## config.mk

```make
export PLATFORM = sky130hd
export DESIGN_NAME = fnd_scan_ctrl
export DESIGN_NICKNAME = d
export VERILOG_FILES = /design/src/rtl/fnd_pkg.sv /design/src/rtl/fnd_hex_to_seg.sv /design/src/rtl/fnd_scan_ctrl.sv
export SDC_FILE = /design/constraint.sdc
export NUM_CORES = 1
export LEC_CHECK = 0
export ABC_AREA = 1
export ABC_CLOCK_PERIOD_IN_PS = 5240
export BUFFER_PORTS_ARGS = -buffer_cell sky130_fd_sc_hd__buf_2
export CAP_MARGIN = 20
export CORE_MARGIN = 4
export CORE_UTILIZATION = 55
export DETAILED_ROUTE_END_ITERATION = 8
export PLACE_DENSITY = 0.8
export SLEW_MARGIN = 20
export SYNTH_ARGS = -nofsm -noshare
export SYNTH_HDL_FRONTEND = slang
export SYNTH_SLANG_ARGS = --single-unit
```

## constraint.sdc

```tcl
create_clock -name clkdigit -period 5.24 [get_ports clkdigit]
set_clock_uncertainty 0.2 [all_clocks]
set_input_delay 0 -clock clkdigit [delete_from_list [all_inputs] [get_ports clkdigit]]
set_output_delay 0 -clock clkdigit [all_outputs]
set_load 0.01 [all_outputs]
```

## src/rtl/fnd_pkg.sv

```systemverilog
// fnd_pkg
// Shared constants and types for the 4-digit common-anode FND blocks.
//   SEG_HEX     : hex nibble -> {a,b,c,d,e,f,g,dp} pattern, active-high, dp=0
//   DIGIT_CODE  : slot index -> active-low digit select code
//   DIGIT_OFF / SEG_OFF : all digits dark
//   state_e     : scan controller states
//   lead_zero_mask : digits to auto-blank for leading zeros, used only when
//                    FND_LEADING_ZERO_BLANK_EN is defined
package fnd_pkg;

  typedef enum logic {
    BLANK = 1'b0,
    SCAN  = 1'b1
  } state_e;

  localparam logic [3:0] DIGIT_OFF = 4'hf;
  localparam logic [7:0] SEG_OFF   = 8'h00;

  localparam logic [7:0] SEG_HEX [16] = '{
    8'hfc, 8'h60, 8'hda, 8'hf2, 8'h66, 8'hb6, 8'hbe, 8'he0,
    8'hfe, 8'he6, 8'hee, 8'h3e, 8'h9c, 8'h7a, 8'h9e, 8'h8e
  };

  localparam logic [3:0] DIGIT_CODE [4] = '{4'he, 4'hd, 4'hb, 4'h7};

  // A digit is a leading zero when it and every higher digit are zero.
  // The ones digit always stays visible so a value of zero shows "0".
  function automatic logic [3:0] lead_zero_mask(input logic [15:0] v);
    logic [3:0] m;
    m[3] = (v[15:12] == 4'h0);
    m[2] = m[3] && (v[11:8] == 4'h0);
    m[1] = m[2] && (v[7:4] == 4'h0);
    m[0] = 1'b0;
    return m;
  endfunction

endpackage

```

## src/rtl/fnd_hex_to_seg.sv

```systemverilog
// fnd_hex_to_seg
// Combinational hex-to-seven-segment decoder shared by the FND blocks.
//   hex_i : 4-bit hex nibble
//   seg_o : {a,b,c,d,e,f,g,dp}, active-high, dp always 0
module fnd_hex_to_seg
  import fnd_pkg::*;
(
  input  logic [3:0] hex_i,
  output logic [7:0] seg_o
);

  assign seg_o = SEG_HEX[hex_i];

endmodule

```

## src/rtl/fnd_scan_ctrl.sv

```systemverilog
// fnd_scan_ctrl
// Scan scheduler for the 4-digit common-anode FND. Sequences the digit
// slots, applies per-digit blanking and a brightness duty, and takes new
// display content through a valid/ready handshake. New content is parked in
// a shadow register and only becomes active at a frame boundary, so a frame
// never mixes old and new digits.
//
// Ports:
//   clkdigit   : scan clock
//   reset      : synchronous, active-high
//   ld_valid   : producer has a load pending
//   ld_ready   : controller can accept a load (shadow empty)
//   ld_value   : four hex nibbles, [3:0] ones ... [15:12] thousands
//   ld_blank   : per-digit blank mask, bit i blanks digit i
//   ld_bright  : duty, digit lit while phase <= ld_bright
//   SEG        : segments {a,b,c,d,e,f,g,dp}, active-high
//   DIGIT      : active-low digit select
//   frame_done : one-cycle pulse after each frame boundary
//
// Build option: define FND_LEADING_ZERO_BLANK_EN to additionally blank
// leading zero digits (digits 3..1); the ones digit is never auto-blanked.
module fnd_scan_ctrl
  import fnd_pkg::*;
#(
  parameter int PH_W = 3,
  parameter int NDIG = 4
) (
  input  logic                clkdigit,
  input  logic                reset,
  input  logic                ld_valid,
  output logic                ld_ready,
  input  logic [4*NDIG-1:0]   ld_value,
  input  logic [NDIG-1:0]     ld_blank,
  input  logic [PH_W-1:0]     ld_bright,
  output logic [7:0]          SEG,
  output logic [NDIG-1:0]     DIGIT,
  output logic                frame_done
);

  localparam int SLOT_W = $clog2(NDIG);
  localparam logic [SLOT_W-1:0] LAST_SLOT = SLOT_W'(NDIG - 1);

  state_e              state_q, state_d;
  logic [SLOT_W-1:0]   slot_q, slot_d;
  logic [PH_W-1:0]     phase_q, phase_d;

  logic [4*NDIG-1:0]   act_value_q, act_value_d;
  logic [NDIG-1:0]     act_blank_q, act_blank_d;
  logic [PH_W-1:0]     act_bright_q, act_bright_d;

  logic [4*NDIG-1:0]   sh_value_q, sh_value_d;
  logic [NDIG-1:0]     sh_blank_q, sh_blank_d;
  logic [PH_W-1:0]     sh_bright_q, sh_bright_d;
  logic                sh_full_q, sh_full_d;

  logic [7:0]          seg_q, seg_d;
  logic [NDIG-1:0]     digit_q, digit_d;
  logic                frame_done_q, frame_done_d;

  logic [3:0]          nibble;
  logic [7:0]          segDecoded;
  logic [NDIG-1:0]     blankEff;
  logic                lit;
  logic                boundary;
  logic                xfer;

  assign nibble = act_value_q[{slot_q, 2'b00} +: 4];

  fnd_hex_to_seg u_hex_to_seg (
    .hex_i (nibble),
    .seg_o (segDecoded)
  );

`ifdef FND_LEADING_ZERO_BLANK_EN
  assign blankEff = act_blank_q | lead_zero_mask(act_value_q);
`else
  assign blankEff = act_blank_q;
`endif

  assign lit      = (phase_q <= act_bright_q) && !blankEff[slot_q];
  assign boundary = (state_q == SCAN) && (slot_q == LAST_SLOT) && (&phase_q);
  assign xfer     = ld_valid && !sh_full_q;

  // Next-state and output decode. Outputs are computed from the current
  // slot/phase and registered, giving one cycle of latency. A transfer can
  // only happen while the shadow is empty, and a swap only while it is full,
  // so the two never collide on the same edge.
  always_comb begin
    state_d      = state_q;
    slot_d       = slot_q;
    phase_d      = phase_q;
    act_value_d  = act_value_q;
    act_blank_d  = act_blank_q;
    act_bright_d = act_bright_q;
    sh_value_d   = sh_value_q;
    sh_blank_d   = sh_blank_q;
    sh_bright_d  = sh_bright_q;
    sh_full_d    = sh_full_q;
    seg_d        = SEG_OFF;
    digit_d      = DIGIT_OFF;
    frame_done_d = 1'b0;

    case (state_q)
      BLANK: begin
        // Nothing is on screen yet, so the first load goes straight to the
        // active registers instead of waiting for a frame boundary.
        if (xfer) begin
          act_value_d  = ld_value;
          act_blank_d  = ld_blank;
          act_bright_d = ld_bright;
          state_d      = SCAN;
          slot_d       = '0;
          phase_d      = '0;
        end
      end
      SCAN: begin
        phase_d = phase_q + 1'b1;
        if (&phase_q) begin
          slot_d = slot_q + 1'b1;
        end
        if (lit) begin
          seg_d   = segDecoded;
          digit_d = DIGIT_CODE[slot_q];
        end
        frame_done_d = boundary;
        if (xfer) begin
          sh_value_d  = ld_value;
          sh_blank_d  = ld_blank;
          sh_bright_d = ld_bright;
          sh_full_d   = 1'b1;
        end else if (boundary && sh_full_q) begin
          act_value_d  = sh_value_q;
          act_blank_d  = sh_blank_q;
          act_bright_d = sh_bright_q;
          sh_full_d    = 1'b0;
        end
      end
      default: begin
        state_d = BLANK;
      end
    endcase
  end

  // State register. Reset drops any pending shadow load and returns the
  // display to dark.
  always_ff @(posedge clkdigit) begin
    if (reset) begin
      state_q      <= BLANK;
      slot_q       <= '0;
      phase_q      <= '0;
      act_value_q  <= '0;
      act_blank_q  <= '0;
      act_bright_q <= '0;
      sh_value_q   <= '0;
      sh_blank_q   <= '0;
      sh_bright_q  <= '0;
      sh_full_q    <= 1'b0;
      seg_q        <= SEG_OFF;
      digit_q      <= DIGIT_OFF;
      frame_done_q <= 1'b0;
    end else begin
      state_q      <= state_d;
      slot_q       <= slot_d;
      phase_q      <= phase_d;
      act_value_q  <= act_value_d;
      act_blank_q  <= act_blank_d;
      act_bright_q <= act_bright_d;
      sh_value_q   <= sh_value_d;
      sh_blank_q   <= sh_blank_d;
      sh_bright_q  <= sh_bright_d;
      sh_full_q    <= sh_full_d;
      seg_q        <= seg_d;
      digit_q      <= digit_d;
      frame_done_q <= frame_done_d;
    end
  end

  assign ld_ready   = ~sh_full_q;
  assign SEG        = seg_q;
  assign DIGIT      = digit_q;
  assign frame_done = frame_done_q;

endmodule
```

# Yosys cells after proc, flatten, opt, wreduce, memory -nomap -nowiden
# Memories as Yosys holds them, arrays and structs flattened. A register that Yosys moved wholly into a read port is not among the register bits.
# Index checks and enable logic that the tools add are counted.
# W data, S select, Z words.
[classes]
addsub = 2
order_cmp = 3
n_eq_ne = 5
shift = 1
muxes = 26
n_bitwise = 5
n_reduce_logical = 15
[ops]
columns = ["op", "n"]
rows = [
  ["$mux W16", 3],
  ["$pmux W16 S2", 1],
  ["$mux W4", 5],
  ["$shiftx A16 B5 Y4", 1],
  ["$mux W3", 4],
  ["$pmux W3 S2", 2],
  ["$bmux W4 S2", 1],
  ["$pmux W4 S2", 1],
  ["$reduce_and A2 Y1", 3],
  ["$reduce_and A3 Y1", 2],
  ["$logic_and A1 B1 Y1", 5],
  ["$mux W1", 5],
  ["$not A4 Y5", 1],
  ["$mux W2", 2],
  ["$ne A2 B1 Y1 const B", 2],
  ["$ne A2 B2 Y1 const B", 2],
  ["$pmux W2 S2", 1],
  ["$add A3 B1 Y3 const B", 1],
  ["$ge A3 B3 Y1 const B", 1],
  ["$le A3 B3 Y1", 1],
  ["$lt A2 B3 Y1 const B", 1],
  ["$not A1 Y1", 3],
  ["$not A2 Y3", 1],
  ["$reduce_or A3 Y1", 1],
  ["6 further kinds", 7],
]
[word_totals]
ff_bits = 58
mem_bits_ro = 128
output_inout_bits = 14
wordCells = 70
mem_count = 1
[mem_list]
columns = ["name", "words", "width", "read_ports", "rd_ports_with_merged_regs", "wr", "line_no", "rtl"]
rows = [
  ["(name not given)", 16, 8, 1, 1, 0, "fnd_hex_to_seg.sv:12", "assign seg_o = SEG_HEX[hex_i];"],
]

# Depth between registers and ports, before layout
[depth]
word_depth = 7
depth_mapped = 12
ltp_nobuf = 11

# Hierarchy
# A second synthesis with hierarchy kept.
[unflattened]
cells_unflattened = 444
hier_area_um2 = 3133.0
[by_module_without_submodules]
columns = ["module", "n_inst", "cells_each", "area_each_um2", "seq_area_each_um2"]
rows = [
  ["fnd_scan_ctrl", 1, 389, 2849.0, 1321.3],
  ["fnd_hex_to_seg", 1, 55, 284.0, 0.0],
]

# Least setup slack after synthesis
# No wires, ideal clock.
[synth_path]
path_type = "reg2reg"
start = "register slot_q[0]"
end = "register seg_q[4], in the netlist SEG[4]"
arrival_time_ns = 1.653
path_slack_ns = 3.273
path_stages_with_launch = 10
n_path_buf = 1
period_less_slack_ns = 1.967
cell_sequence = "dfxtp_1 clkbuf_4 nand2_1 a32oi_1 inv_1 ha_1 inv_1 nand3_1 nand3_1 a21oi_2"
[synth_between]
elab_chain_cells = 6
[synth_lines]
columns = ["item", "line_no", "rtl"]
rows = [
  ["start, declared", "fnd_scan_ctrl.sv:44", "logic [SLOT_W-1:0] slot_q, slot_d;"],
  ["start signal, assigned", "fnd_scan_ctrl.sv:163", "slot_q <= slot_d;"],
  ["$bmux W1 S2", "fnd_scan_ctrl.sv:80", "assign lit = (phase_q <= act_bright_q) && !blankEff[slot_q];"],
  ["$mux W1 (not written as such)", "fnd_scan_ctrl.sv:80", ""],
  ["$logic_not A1 Y1", "fnd_scan_ctrl.sv:80", ""],
  ["$logic_and A1 B1 Y1", "fnd_scan_ctrl.sv:80", ""],
  ["$not A1 Y1 (no source line)", "n/a", ""],
  ["$reduce_or A3 Y1 (no source line)", "n/a", ""],
  ["end, declared", "fnd_scan_ctrl.sv:56", "logic [7:0] seg_q, seg_d;"],
]
# Several ways; a longest one is shown, not always the timed one. The select of a mux whose other input is x is not followed.
# A chain may end at the register's enable or synchronous reset.

# Worst setup path in the final report
[layout_path]
start = "register sh_full_q"
end = "register sh_bright_q[0]"
[layout_between]
elab_chain_cells = 3
[layout_lines]
columns = ["item", "line_no", "rtl"]
rows = [
  ["start, declared", "fnd_scan_ctrl.sv:54", "logic sh_full_q, sh_full_d;"],
  ["start signal, assigned", "fnd_scan_ctrl.sv:171", "sh_full_q <= sh_full_d;"],
  ["$logic_not A1 Y1", "fnd_scan_ctrl.sv:82", "assign xfer = ld_valid && !sh_full_q;"],
  ["$logic_and A1 B1 Y1", "fnd_scan_ctrl.sv:82", ""],
  ["$reduce_and A2 Y1 (no source line)", "n/a", ""],
  ["end signal, assigned", "fnd_scan_ctrl.sv:170", "sh_bright_q <= sh_bright_d;"],
  ["end, declared", "fnd_scan_ctrl.sv:53", "logic [PH_W-1:0] sh_bright_q, sh_bright_d;"],
]
# Every way passes these cells.

==> flow_summary.ini <==
[routing]
avgViaCountPerCell = 5.14
vias = 2958
drtPass1Iterations = 4
ant_nets = 0
first_iter_violations = 144
wl_mm = 7.09
wl_per_cell_um = 12.3
drc = 0

[logic_synthesis]
synth_top_area_cell = dfxtp_1
synthXorXnorAreaFrac_pct = 0
yosysWarnings = 0
synth_area_leaders = dfxtp_1 (42%), nand2_1 (15%), a21oi_1 (8.3%), ha_1 (6.4%), nand3_1 (5.9%)
syn-num-nets = 471
ys.flop_type = dfxtp_1
netlist_area_um2 = 3130
synth_cells = 429
synth_edf_count = 0
synth.top_cells.by_count = nand2_1 (123), dfxtp_1 (65), a21oi_1 (52), inv_1 (37), nand3_1 (37)
synth_async_sr_flop_share_pct = 0
synth_compound_area_share_pct = 17.4
ys_ff_latch = 65
synth_mux_area_share_pct = 0
seq_area_frac_synth_pct = 41.5
synth_top_family_by_area = simple AND/OR/NAND/NOR gates
yosysMostFrequentCell = nand2_1
synth-simple-area-share_pct = 24.6
synth_fa_ha_area_share_pct = 6.39
synth_top_cell_area_share_pct = 41.5
synth.avg_cell_area_um2 = 7.30
yosysUniqueCellTypes = 28

[status]
status = finished clean

[global_route]
grt-ovfl-total = 0
grt_pass1_vias = 2929
grt_max_degree = 47
grt_first_pass_wirelength_mm = 12.8
antenna_found_initial = 0
grt_usage_pct = 22.2

[final_layout]
regArea_um2 = 1300
multiInputGateArea_um2 = 1520
drive_above_1_share_pct = 14.3
nNetsFinal = 541
n_fill_cell = 454
diodes = 0
area_growth_pct = 23.7
post-route-util_pct = 70.4
final_cells = 575

[die]
die-width_um = 83.5
initial_core_util_pct = 56.9
coreArea_um2 = 5510
die_area_um2 = 6970
pin_count = 40
die_y_um = 83.5
rows = 27

[clock_tree]
cts-root-buf = clkbuf_8
clk_latency_ns = 0.33
htree_num_levels = 3
cts_setup_buffers = 0
cts_buffer_depth = 2
cts_made_buffers = 9
cts_resized = 0
path_clk_slew_ns = 0.07
cts.sinks = 65
cts_tree = done
cts_hold_buf = 44

[worst_hold_path]
hold_class = reg -> reg
hold_start = sh_bright_q[2]$_SDFFE_PP0P_
holdPathStages = 2
hold_path_end = sh_bright_q[2]$_SDFFE_PP0P_

[pwr]
powerDensity_nw_per_um2 = 284
switching_power_mw = 0.316
power_mw = 1.10
seq_power_share_pct = 49.2
ir_worst_vdd_uv = 181
p_int_mw = 0.785
swShare_pct = 28.7
p_clk_share_pct = 33.1
leakage_nw = 1.76
power_frac_comb_pct = 17.7

[critical_path]
start_kind = flop
path_max_fanout = 28
timing.rr.end = sh_bright_q[0]$_SDFFE_PP0P_
rrSetupSlack_ns = 2.88
cp.required_ns = 5.26
crit_arrival_ns = 2.39
critPathKind = reg -> reg
rr_worst_depth = 7
rr_startpoint = sh_full_q$_SDFFE_PP0P_
crit_path_end_kind = flop

[placed_design]
placed_cells = 516
dpl.hpwl_mm = 4.44
gp_congestion = 0.828
portBuffers = 38

[sta]
max_freq_mhz = 423
final-hold-violation-count = 0
finalCritPeriodShare_pct = 45.1
finalSetupViolCount = 0
rsz0062_at_grt = no
tightest_slew_ns = 0.969
slew_viol_final = 0
slew_headroom_pct = 35.1
finalCriticalPeriod_ns = 2.36
finalSetupTns_ns = 0

[job]
cap_violations = 0
[area by class of cell]
type | instances | share of cell area, %
Multi-Input combinational cell | 297 | 39.3
Sequential cell | 65 | 33.6
Timing Repair Buffer | 83 | 16.5
Inverter | 43 | 4.17
Clock buffer | 12 | 3.75
Tap cell | 72 | 2.32
Clock inverter | 3 | 0.452
[power by group through the flow]
stage,logic [mW],clock network (mW),registers [mW]
floorplan,0.134,0,0.551
global placement,0.164,0,0.552
detailed placement,0.169,0,0.553
CTS,0.192,0.373,0.542
global route,0.223,0.397,0.546
finish,0.195,0.364,0.542
[worst max-delay path, stage by stage (launching register included)]
cell and delay (ns):
dfxtp_1 0.36, inv_2 0.08, nand2_2 0.07, inv_2 0.28, nand2_2 0.40, nand2_1 0.20, a21oi_1 0.08, dlygate4sd3_1 0.58
[metal layers]
layer | wire (um) | track usage, % | vias up
met3 | 366 | 3.65 | 18
met5 | 0 | 0 | -
met1 | 3180 | 27.3 | 1333
met2 | 3350 | 37.6 | 78
met4 | 184 | 10.8 | 0
li1 | - | - | 1529
[how the worst max path moves through the flow]
stage / slack, ns / endpoint / start
after global placement: 3.13 / SEG[4]$_SDFF_PP0_ / slot_q[0]$_SDFFE_PP0P_
after detailed placement: 3.06 / SEG[4]$_SDFF_PP0_ / slot_q[0]$_SDFFE_PP0P_
after global routing: 2.70 / sh_bright_q[0]$_SDFFE_PP0P_ / sh_full_q$_SDFFE_PP0P_
after CTS: 2.95 / sh_bright_q[0]$_SDFFE_PP0P_ / sh_full_q$_SDFFE_PP0P_
after floorplan: 3.27 / SEG[4]$_SDFF_PP0_ / slot_q[0]$_SDFFE_PP0P_
final: 2.88 / sh_bright_q[0]$_SDFFE_PP0P_ / sh_full_q$_SDFFE_PP0P_
[state kept, by name, indices dropped and copies added (netlist names), 2 cells and up]
register,flops
SEG,7
slot_q,2
DIGIT,4
sh_blank_q,4
act_bright_q,3
sh_value_q,16
phase_q,3
act_blank_q,4
act_value_q,16
sh_bright_q,3
[through the flow]
step	hold slack [ns]	cell area (um^2)	setup slack [ns]
floorplan	-0.131	3130	3.27
global placement	0.0854	3270	3.13
detailed placement	0.0917	3270	3.06
CTS	0.253	3870	2.95
global route	0.266	3870	2.70
finish	0.249	3870	2.88
[cells by family after synthesis]
| family | after synthesis |
|---|---|
| other cells | 1 |
| compound gates | 100 |
| fa+ha+maj | 16 |
| flops | 65 |
| buf+inv | 67 |
| simple gates | 180 |
[cell usage in the layout (no fill, tap or decap)]
master,synthesis,routed
nand2_1,123,123
dfxtp_1,65,65
a21oi_1,52,52
dlygate4sd3_1,0,44
buf_2,8,38
nand3_1,37,37
inv_1,37,37
o21ai_1,22,22
o21ai_0,16,16
ha_1,16,16
clkbuf_8,0,10
nor2_1,8,8
inv_2,6,6
nand2_2,5,5
a21oi_2,4,4
nand3_2,2,2
a21boi_0,2,2
nand3b_1,2,2
a32o_1,2,2
clkbuf_1,6,2
clkinv_2,0,2
a32oi_1,1,1
or2_0,1,1
nand2_4,1,1
nor2_4,1,1
o21ai_4,1,1
conb_1,1,1
clkinvlp_4,0,1
buf_4,4,1
(Power assumes the default switching activity.)
